`config.mk`:
```
export PLATFORM = sky130hd
export DESIGN_NAME = alu_seq
export DESIGN_NICKNAME = d
export VERILOG_FILES = /design/src/rtl/alu_seq.sv
export SDC_FILE = /design/constraint.sdc
export NUM_CORES = 1
export LEC_CHECK = 0
export CORE_ASPECT_RATIO = 0.8
export CORE_MARGIN = 8
export CORE_UTILIZATION = 40
export DETAILED_ROUTE_END_ITERATION = 6
export GPL_ROUTABILITY_DRIVEN = 0
export PLACE_DENSITY = 0.63
export SYNTH_ARGS = -nofsm -noshare
export SYNTH_HDL_FRONTEND = slang
export SYNTH_SLANG_ARGS = --single-unit
```
`constraint.sdc`:
```
create_clock -name clk -period 5.3 [get_ports clk]
set_input_delay 0.53 -clock clk [delete_from_list [all_inputs] [get_ports clk]]
set_output_delay 0.53 -clock clk [all_outputs]
set_load 0.05 [all_outputs]
```
`src/rtl/alu_seq.sv`:
```
// Sequential ALU: single-cycle ADD/SUB/AND/XOR/SHR/LDUI and
// WIDTH-iteration shift-add MUL / restoring DIVU, valid/ready on both sides.
module alu_seq #(
  parameter int WIDTH = 16
) (
  input  logic             clk,
  input  logic             rst_n,
  input  logic             in_valid,
  output logic             in_ready,
  input  logic [2:0]       op,
  input  logic [WIDTH-1:0] s1,
  input  logic [WIDTH-1:0] s2,
  output logic             out_valid,
  input  logic             out_ready,
  output logic [WIDTH-1:0] d,
  output logic [3:0]       flags,
  output logic             busy
);
  localparam int          SHW  = $clog2(WIDTH);
  localparam int          HALF = WIDTH / 2;
  localparam int unsigned WU   = WIDTH;
  localparam logic [WIDTH-1:0] ONES = '1;

  typedef enum logic [1:0] {IDLE, ITER, DONE} state_t;
  typedef enum logic [2:0] {
    OP_ADD, OP_SUB, OP_AND, OP_XOR, OP_SHR, OP_LDUI, OP_MUL, OP_DIVU
  } op_t;

  state_t           state, nxt;
  op_t              op_in;
  logic             accept, multi, last;
  logic             op_div;
  logic [WIDTH-1:0] hi_q, lo_q, b_q;
  logic [SHW-1:0]   cnt;

  logic [WIDTH:0]   add_w, sub_w;
  logic [WIDTH-1:0] sc_d, rmask, lmask;
  logic             sc_c, sc_v;
  int unsigned      kk, lsh;

  logic [WIDTH:0]   mul_sum, div_r, div_t;
  logic             div_ge;
  logic [WIDTH-1:0] it_hi, it_lo;

  assign op_in     = op_t'(op);
  assign multi     = (op_in == OP_MUL) || (op_in == OP_DIVU);
  assign in_ready  = (state == IDLE) || ((state == DONE) && out_ready);
  assign accept    = in_valid && in_ready;
  assign last      = (cnt == SHW'(WIDTH - 1));
  assign out_valid = (state == DONE);
  assign busy      = (state == ITER);

  assign add_w = {1'b0, s1} + {1'b0, s2};
  assign sub_w = {1'b0, s1} - {1'b0, s2};

  always_comb begin
    sc_d  = '0;
    sc_c  = 1'b0;
    sc_v  = 1'b0;
    kk    = 32'(s2[SHW-1:0]);
    lsh   = (WU - (kk % WU)) % WU;
    rmask = ~(ONES << kk);
    lmask = ~(ONES >> lsh);
    case (op_in)
      OP_ADD: begin
        sc_d = add_w[WIDTH-1:0];
        sc_c = add_w[WIDTH];
        sc_v = (s1[WIDTH-1] == s2[WIDTH-1]) && (add_w[WIDTH-1] != s1[WIDTH-1]);
      end
      OP_SUB: begin
        sc_d = sub_w[WIDTH-1:0];
        sc_c = sub_w[WIDTH];
        sc_v = (s1[WIDTH-1] != s2[WIDTH-1]) && (sub_w[WIDTH-1] != s1[WIDTH-1]);
      end
      OP_AND: sc_d = s1 & s2;
      OP_XOR: sc_d = s1 ^ s2;
      OP_SHR: begin
        // Negative amount field means a left shift by its two's-complement magnitude
        if (s2[WIDTH-1]) begin
          sc_d = s1 << lsh;
          sc_c = |(s1 & lmask);
        end else begin
          sc_d = s1 >> kk;
          sc_c = |(s1 & rmask);
        end
      end
      OP_LDUI: sc_d = {s2[HALF-1:0], s1[HALF-1:0]};
      default: sc_d = '0;
    endcase
  end

  // One iteration: MUL keeps {hi,lo} as partial product / multiplier,
  // DIVU keeps hi as remainder and shifts quotient bits into lo.
  always_comb begin
    mul_sum = {1'b0, hi_q} + (lo_q[0] ? {1'b0, b_q} : '0);
    div_r   = {hi_q, lo_q[WIDTH-1]};
    div_t   = div_r - {1'b0, b_q};
    div_ge  = (div_r >= {1'b0, b_q});
    if (op_div) begin
      it_hi = div_ge ? div_t[WIDTH-1:0] : div_r[WIDTH-1:0];
      it_lo = {lo_q[WIDTH-2:0], div_ge};
    end else begin
      it_hi = mul_sum[WIDTH:1];
      it_lo = {mul_sum[0], lo_q[WIDTH-1:1]};
    end
  end

  always_comb begin
    nxt = state;
    case (state)
      IDLE: if (accept) nxt = multi ? ITER : DONE;
      ITER: if (last) nxt = DONE;
      DONE: begin
        if (accept)         nxt = multi ? ITER : DONE;
        else if (out_ready) nxt = IDLE;
      end
      default: nxt = IDLE;
    endcase
  end

  always_ff @(posedge clk or negedge rst_n) begin
    if (!rst_n) begin
      state  <= IDLE;
      op_div <= 1'b0;
      hi_q   <= '0;
      lo_q   <= '0;
      b_q    <= '0;
      cnt    <= '0;
      d      <= '0;
      flags  <= '0;
    end else begin
      state <= nxt;
      if (accept) begin
        cnt <= '0;
        if (multi) begin
          op_div <= (op_in == OP_DIVU);
          hi_q   <= '0;
          lo_q   <= (op_in == OP_MUL) ? s2 : s1;
          b_q    <= (op_in == OP_MUL) ? s1 : s2;
        end else begin
          d     <= sc_d;
          flags <= {(sc_d == '0), sc_c, sc_d[WIDTH-1], sc_v};
        end
      end else if (state == ITER) begin
        hi_q <= it_hi;
        lo_q <= it_lo;
        cnt  <= cnt + SHW'(1);
        if (last) begin
          d     <= it_lo;
          flags <= {(it_lo == '0), (op_div ? (b_q == '0) : (|it_hi)),
                    it_lo[WIDTH-1], 1'b0};
        end
      end
    end
  end
endmodule

```
# Yosys cells after proc, flatten, opt, wreduce, memory -nomap -nowiden
# Index checks and enable logic that the tools add are counted.
# word_totals
regBits,75
in_bits,39
out_inout_bits,23
wordCells,98
# op_classes
add_sub_neg,6
magnitude_cmp,1
eq_ne,19
shifts,4
n_mux,34
n_bitwise,6
reduce_logical,20
# op_table
op,n
2-to-1 mux 16 bit,17
case mux 16 bit (6 select lines),1
bitwise AND 16 bit,3
zero test 16 bit,3
OR reduction 16 bit,3
adder 16 x 16 -> 17 bit,2
inverter 16 bit,2
2-to-1 mux 4 bit,6
>= comparator 17 x 16 -> 1 bit,1
subtractor 16 x 16 -> 17 bit,1
left shift 16 x 4 -> 16 bit,1
"left shift 16 x 4 -> 16 bit, first input constant",1
>> shifter 16 x 4 -> 16 bit,1
">> shifter 16 x 4 -> 16 bit, first input constant",1
subtractor 16 bit,1
bitwise XOR 16 bit,1
"== test 3 bit, second input constant",4
2-to-1 mux 2 bit,5
"== test 3 x 2 -> 1 bit, second input constant",2
case mux 2 bit (3 select lines),1
AND reduction 3 bit,2
"adder 4 x 1 -> 4 bit, second input constant",1
"== test 4 bit, second input constant",1
logical AND 1 bit,4
other kinds (17),25

# Depth between registers and ports, before layout
# Gate-level depths: netlist of the first run.
# depth
ltp_word,9
ltp_mapped,17

# Least setup slack after synthesis of the first run
# OpenSTA, ideal clock, no wires.
# synth_path
kind,input-to-reg
start,input port s2[1]
end,register flags[3]
setup_ns,0.092
arrival_ns,3.668
required_time_ns,5.208
slack_ns,1.540
stages,15
n_path_buf,5
cell_sequence,buf_2 buf_4 inv_2 ha_1 inv_1 ha_1 clkbuf_1 buf_2 buf_1 mux2i_1 o22ai_1 a2111oi_2 nand4_1 a2111o_1 o31ai_2
# synth_via
elab_chain_cells,7
word_cells_on_any_way,12
cone_classes,3 x add/sub; 2 x shift; 4 x mux; 2 x bitwise; 1 x reduce/logical
# synth_lines
item,line,text
start: declaration,12,"input logic [WIDTH-1:0] s2,"
subtractor 1 x 4 -> 4 bit,61,lsh = (WU - (kk % WU)) % WU;
left shift 16 x 4 -> 16 bit,80,sc_d = s1 << lsh;
2-to-1 mux 16 bit,79,if (s2[WIDTH-1]) begin
case mux 16 bit (6 select lines) (*),64,case (op_in)
zero test 16 bit (*),142,"flags <= {(sc_d == '0), sc_c, sc_d[WIDTH-1], sc_v};"
2-to-1 mux 4 bit (*),135,if (multi) begin
2-to-1 mux 4 bit (*),133,if (accept) begin
end signal: assignment,142,
end signal: assignment,150,"flags <= {(it_lo == '0), (op_div ? (b_q == '0) : (|it_hi)),"
end: declaration,16,"output logic [3:0] flags,"
# Every way passes the cells marked *; elsewhere a longest branch is shown, timed or not. The select of a mux whose other input is x is not followed.
# A chain may end at the register's enable or synchronous reset.

# Worst setup path in the final report of the first run
# layout_path
start,input port s1[0]
end,register flags[3]
# layout_via
elab_chain_cells,6
word_cells_on_any_way,11
cone_classes,2 x add/sub; 2 x shift; 4 x mux; 2 x bitwise; 1 x reduce/logical
# layout_lines
item,line,text
start: declaration,11,"input logic [WIDTH-1:0] s1,"
branches (longest 2 deep; another with subtractor 16 x 16 -> 17 bit),--,
case mux 16 bit (6 select lines) (*),64,
zero test 16 bit (*),142,
2-to-1 mux 4 bit (*),135,
2-to-1 mux 4 bit (*),133,
# Mark *: on every way between the ends. The select of a mux whose other input is x is not followed.

==> impl_metrics.toml, run 1 <==
[cells_and_area]
fin_nets = 1395
area.growth.synth_to_final_pct = 11.6
instances_no_fill = 1596
nFillCells = 2351
antenna_cells = 0
regArea_um2 = 1850
multi_input_area_um2 = 7100
drive_gt1_share_pct = 7.55

[setup_path]
required_ns = 5.55
critPathMaxStageDelay_ns = 0.71
criticalPathCategory = "in -> reg"
cp_max_fo = 10
crit_path_cell_trace = "clkdlybuf4s50_1 > inv_1 > ha_1 > fa_1 > nand3b_1 > a211oi_1 > nor2_1 > a311o_1 > xnor2_1 > a2111oi_2 > nand4_1 > a2111o_1 > o31ai_2"
cp-end-kind = "flop"
critPathLaunch = "s1[0]"
worstPathArrival_ns = 4.39
reg2reg_from = "lo_q[0]"
cpMaxStageDelayCell = "clkdlybuf4s50_1"
start_kind = "input port"

[sta]
fin_skew_ns = 0.00606
timing.final.ws_setup_ns = 1.17
finalCritPeriodShare_pct = 78.0
slew_headroom_pct = 28.2
tightest_slew_ns = 1.05
period_minus_slack_ns = 4.13
setup_viol = 0
rsz0062_at_grt = "no"
hold-worst-slack_ns = 0.338
hold_violations = 0
fmax_mhz = 242
maxSlewViolCount = 0
finalSetupTns_ns = 0

[detailed_routing]
wire_per_inst_um = 22.6
drt_wl_total_mm = 36.0
drt_iter0_drc = 1425
vias = 10377
via_per_inst = 6.50
ant_nets = 0
drtPass1Iterations = 7
drc = 0

[die]
fp.dieW_um = 189
core_area_um2 = 23500
die-area_um2 = 29200
ios = 62
die_h_um = 154
start_util_pct = 40.9
rows = 50

[clock_network]
cts_buffer_depth = 2
cts_buffers = 9
clk_pin_slew_ns = 0.06
insertion_delay_ns = 0.34
cts_tree = "built"
clock_sinks = 74
cts_resized = 0
postCtsHoldBufs = 0
cts_setup_buffers = 0
ctsRootBufferMaster = "clkbuf_16"
htreeDepth = 3

[synthesis]
yosys.area.top_type = "dfrtp_1"
ys_ff_latch = 74
synth_flop_cell = "dfrtp_1"
yosysWarnings = 0
ys_types = 79
mappedNetlistArea_um2 = 9590
synth_edf_count = 0
syn_nets = 1390
async_flop_share_pct = 100
synth_most_common_cell = "nand2_1"
synthCells = 1274
syn_area_per_cell_um2 = 7.53
synth_common_cells = "nand2_1 (147), nor2_1 (120), o21ai_0 (112), a21oi_1 (99), dfrtp_1 (74)"
synth.top_cell.area_share_pct = 19.3
ys_seq_area_share_pct = 19.3
yosys-top-cells-area = "dfrtp_1 (19%), ha_1 (9.5%), o21ai_0 (5.8%)"

[job]
max-cap-violations = 0

[global_route]
overflow = 0
grt_pass1_vias = 9624
grt_pass1_wl_mm = 56.7
antenna_found_initial = 1
grt_usage_pct = 24.1
grt_start_max_net_pins = 75

[pwr]
p_per_area_nw_per_um2 = 493
leakagePower_nw = 4.46
vdd_drop_max_mv = 0.359

[worst_hold_path]
hp-class = "in -> async"

[placed_design]
placed_cells = 1580
io_buffers = 61
dpl.hpwl_mm = 26.9
pre_cts_ws_ns = 0.922

[status]
status = "finished clean"
## cell usage in the layout, fill, tap and decap left out, types with 8 or more instances in the layout
cell               n
nand2_1          147
nor4_1             9
nand4_1           15
clkdlybuf4s50_1   59
xor2_1            10
o211ai_1          14
a21oi_1           99
xnor2_1           31
o21ai_1           11
a211oi_1          20
nor2_1           117
o21a_1            13
nor3_1            21
a22oi_1            8
and2_1            18
mux2i_1           48
o21ai_0          112
nor2b_1           19
ha_1              73
a21o_1             8
inv_1             60
nand2b_1          14
o22ai_1            9
buf_4             30
mux4_2            24
clkbuf_16          9
dfrtp_1           73
a31oi_1           31
nand3_1           26
## power by group
group	leakage [nW]	switching (W)	internal [W]
clock	0.138	0.000257	0.000344
sequential	0.899	0.000300	0.000810
combinational	3.42	0.00222	0.00134
total	4.46	0.00277	0.00249
## state kept, by name, indices dropped and copies added (netlist names)
register and flops:
b_q 16, hi_q 16, lo_q 16, d 15, cnt 4, flags 4, state 2, op_div 1
## worst paths after layout
path	slack, ns	to	cells after the start
hold reg to reg	0.50	d[3]	1
setup reg to reg	1.47	flags[2]	14
setup / recovery	1.17	flags[3]	13
min in group clk	0.50	d[3]	1
max in group asynchronous	4.29	op_div	1
hold / removal	0.34	hi_q[4]	1
## layer usage
metal,vias to the layer above,global-route usage (%),routed length (µm)
li1,4674,-,-
met5,-,0,10
met2,679,34.3,14700
met1,4914,35.0,15800
met4,2,6.54,1090
met3,108,6.56,4390
## critical path, delay by kind of cell
family	cells	cell delay [ns]
compound gates	5	1.79
xor+xnor	1	0.17
fa+ha+maj	2	0.63
buf+inv	2	0.82
simple gates	3	0.45
## final cells by class
| type | instances | area share, % |
|---|---|---|
| inverters | 65 | 2.28 |
| clock buffers | 11 | 2.36 |
| multi-input cells | 1039 | 66.4 |
| repair buffers | 90 | 7.67 |
| flip-flops and latches | 74 | 17.3 |
| well taps | 312 | 3.65 |
| clock inverters | 5 | 0.351 |
## cell families after synthesis
logic type	count (synthesis)	synth area share, %
AO/OA/AOI/OAI	418	28.0
XOR/XNOR	41	3.75
adder cells (fa/ha/maj)	77	10.4
buffers and inverters	161	6.73
flip-flops	74	19.3
multiplexers	78	11.4
AND/OR/NAND/NOR	425	20.5
## per-stage QoR
step / utilization, % / total power [W] / area [µm²]
floorplan: - / 0.00354 / 9590
global placement: 44.4 / 0.00454 / 10400
detailed placement: 44.4 / 0.00457 / 10400
CTS: 45.6 / 0.00520 / 10700
global route: 45.6 / 0.00565 / 10700
finish: 45.6 / 0.00527 / 10700
Power figures use the tool's default switching activity.
==> run 2, diff against run 1 <==
- clock period: 5.3 -> 3.9 ns (I/O delays scaled with it)
==> impl_metrics.toml, run 2 (same netlist as run 1, synthesis figures left out) <==
[status]
status = "finished clean"

[cells_and_area]
drive_gt1_share_pct = 12.6
fin_nets = 1469
final_cell_mix = "nand2_1 (147), nor2_1 (117), o21ai_0 (112)"
final_common_cell = "nand2_1"
utilization_pct = 48.1
fin_area_um2 = 11300
top_regs = "b_q x16, hi_q x16, lo_q x16"
antenna_cells = 0
area.growth.synth_to_final_pct = 17.7

[pwr]
leakagePower_nw = 4.82
p_per_area_nw_per_um2 = 655
vdd_drop_max_mv = 0.571

[setup_path]
reg2reg_depth = 11
critPathTopFamily = "compound AO/OA/AOI/OAI gates"
cp.depth = 11
crit_buf_inv = 1
critPathMaxStageDelay_ns = 0.59
cp-end-kind = "flop"
start_kind = "flop"
cpMaxStageDelayCell = "a31oi_1"
criticalPathCategory = "reg -> reg"
rrSetupSlack_ns = 0.20
cp_max_fo = 8
required_ns = 4.13
crit_path_cell_trace = "inv_1 > ha_1 > o2111ai_1 > a31oi_1 > o31a_1 > nor2_1 > o21ai_1 > o2111a_1 > or4b_1 > o31ai_1 > nand2_1"
worstPathArrival_ns = 3.93

[die]
core_area_um2 = 23500
start_util_pct = 40.9
die-area_um2 = 29200
ios = 62
die_h_um = 154
fp.dieW_um = 189
rows = 50

[global_route]
antenna_found_initial = 1
grt_pass1_vias = 9772
grt_usage_pct = 24.8
overflow = 0
grt_pass1_wl_mm = 57.9
grt_start_max_net_pins = 44

[clock_network]
ctsRootBufferMaster = "clkbuf_16"
cts_buffer_depth = 2
htreeDepth = 3
cts_buffers = 9
insertion_delay_ns = 0.35
cts_tree = "built"
clk_pin_slew_ns = 0.06
clock_sinks = 74

[placed_design]
dpl.hpwl_mm = 28.9
dpl-instance-area_um2 = 11000
io_buffers = 61

[sta]
tightest_slew_ns = 0.754
fmax_mhz = 270
maxSlewViolCount = 0
finalCritPeriodShare_pct = 94.9
fin_skew_ns = 0.00835
slew_headroom_pct = 49.8
period_minus_slack_ns = 3.70
rsz0062_at_grt = "no"
setup_viol = 0
hold_violations = 0

[detailed_routing]
via_per_inst = 6.25
vias = 10444
wire_per_inst_um = 22.1
ant_nets = 0
drt_wl_total_mm = 37.0
drc = 0
drt_iter0_drc = 1568
drtPass1Iterations = 6

[worst_hold_path]
hp-class = "in -> async"

[job]
max-cap-violations = 0
==> run 2: cell count changes in the layout (fill, tap and decap cells not counted), sizes merged <==
| cell | change |
|---|---|
| clkbuf | -2 |
| inv | +2 |
| buf | +74 |
==> run 2: area by class of cell <==
| class | count | area (µm²) |
|---|---|---|
| multi-input cells | 1039 | 7110 |
| repair buffers | 164 | 1400 |
| clock buffers | 9 | 225 |
| inverters | 65 | 244 |
| flip-flops and latches | 74 | 1850 |
| fillers | 2340 | 12200 |
| well taps | 312 | 390 |
| clock inverters | 7 | 61.3 |
==> run 2: repair_timing <==
item                       in CTS  in global routing
hold buffers                    0                  0
setup endpoints to repair       0                  2
resized for setup               0                  1
buffers inserted                0                  0
==> run 2: through the flow <==
step / cells / TNS [ns] / hold WS, ns / worst slack [ns] / total power [W]
5_1_grt: 1670 / 0 / 0.0852 / 0.0259 / 0.00793
4_1_cts: 1670 / 0 / 0.0596 / 0.207 / 0.00728
2_1_floorplan: 1274 / 0 / 0.0944 / 0.280 / 0.00482
6_report: 1670 / 0 / 0.0515 / 0.198 / 0.00739
3_3_place_gp: 1654 / -0.0881 / 0.429 / -0.0881 / 0.00639
3_5_place_dp: 1654 / -0.129 / 0.426 / -0.129 / 0.00642
==> run 2: worst paths after layout <==
kind	start	endpoint
hold / removal	rst_n	b_q[7]
setup reg to reg	b_q[4]	flags[2]
max in group asynchronous	rst_n	d[10]
hold reg to reg	d[14]	d[14]
min in group clk	s2[0]	b_q[0]
setup / recovery	b_q[4]	flags[2]
==> run 2: where the power goes <==
part           leakage, nW  internal [W]  switching (W)
Clock                0.135      0.000442       0.000367
Combinational         3.79       0.00198        0.00313
Sequential           0.899       0.00110       0.000368
==> run 2: layer usage <==
metal  vias to the layer above  global-route usage (%)  routed length (µm)
met5                         -                   0.175                  13
met4                         2                    5.17                 765
met3                        75                    5.73                4190
met2                       632                    36.3               15300
met1                      4918                    36.4               16700
li1                       4817                       -                   -
==> run 3, diff against run 2 <==
- CTS_BUF_LIST: not set -> sky130_fd_sc_hd__clkbuf_8 sky130_fd_sc_hd__clkbuf_16
- TNS_END_PERCENT: not set -> 5
==> results of run 3 <==
No change in the layout: final DEF, timing and power equal those of run 2.
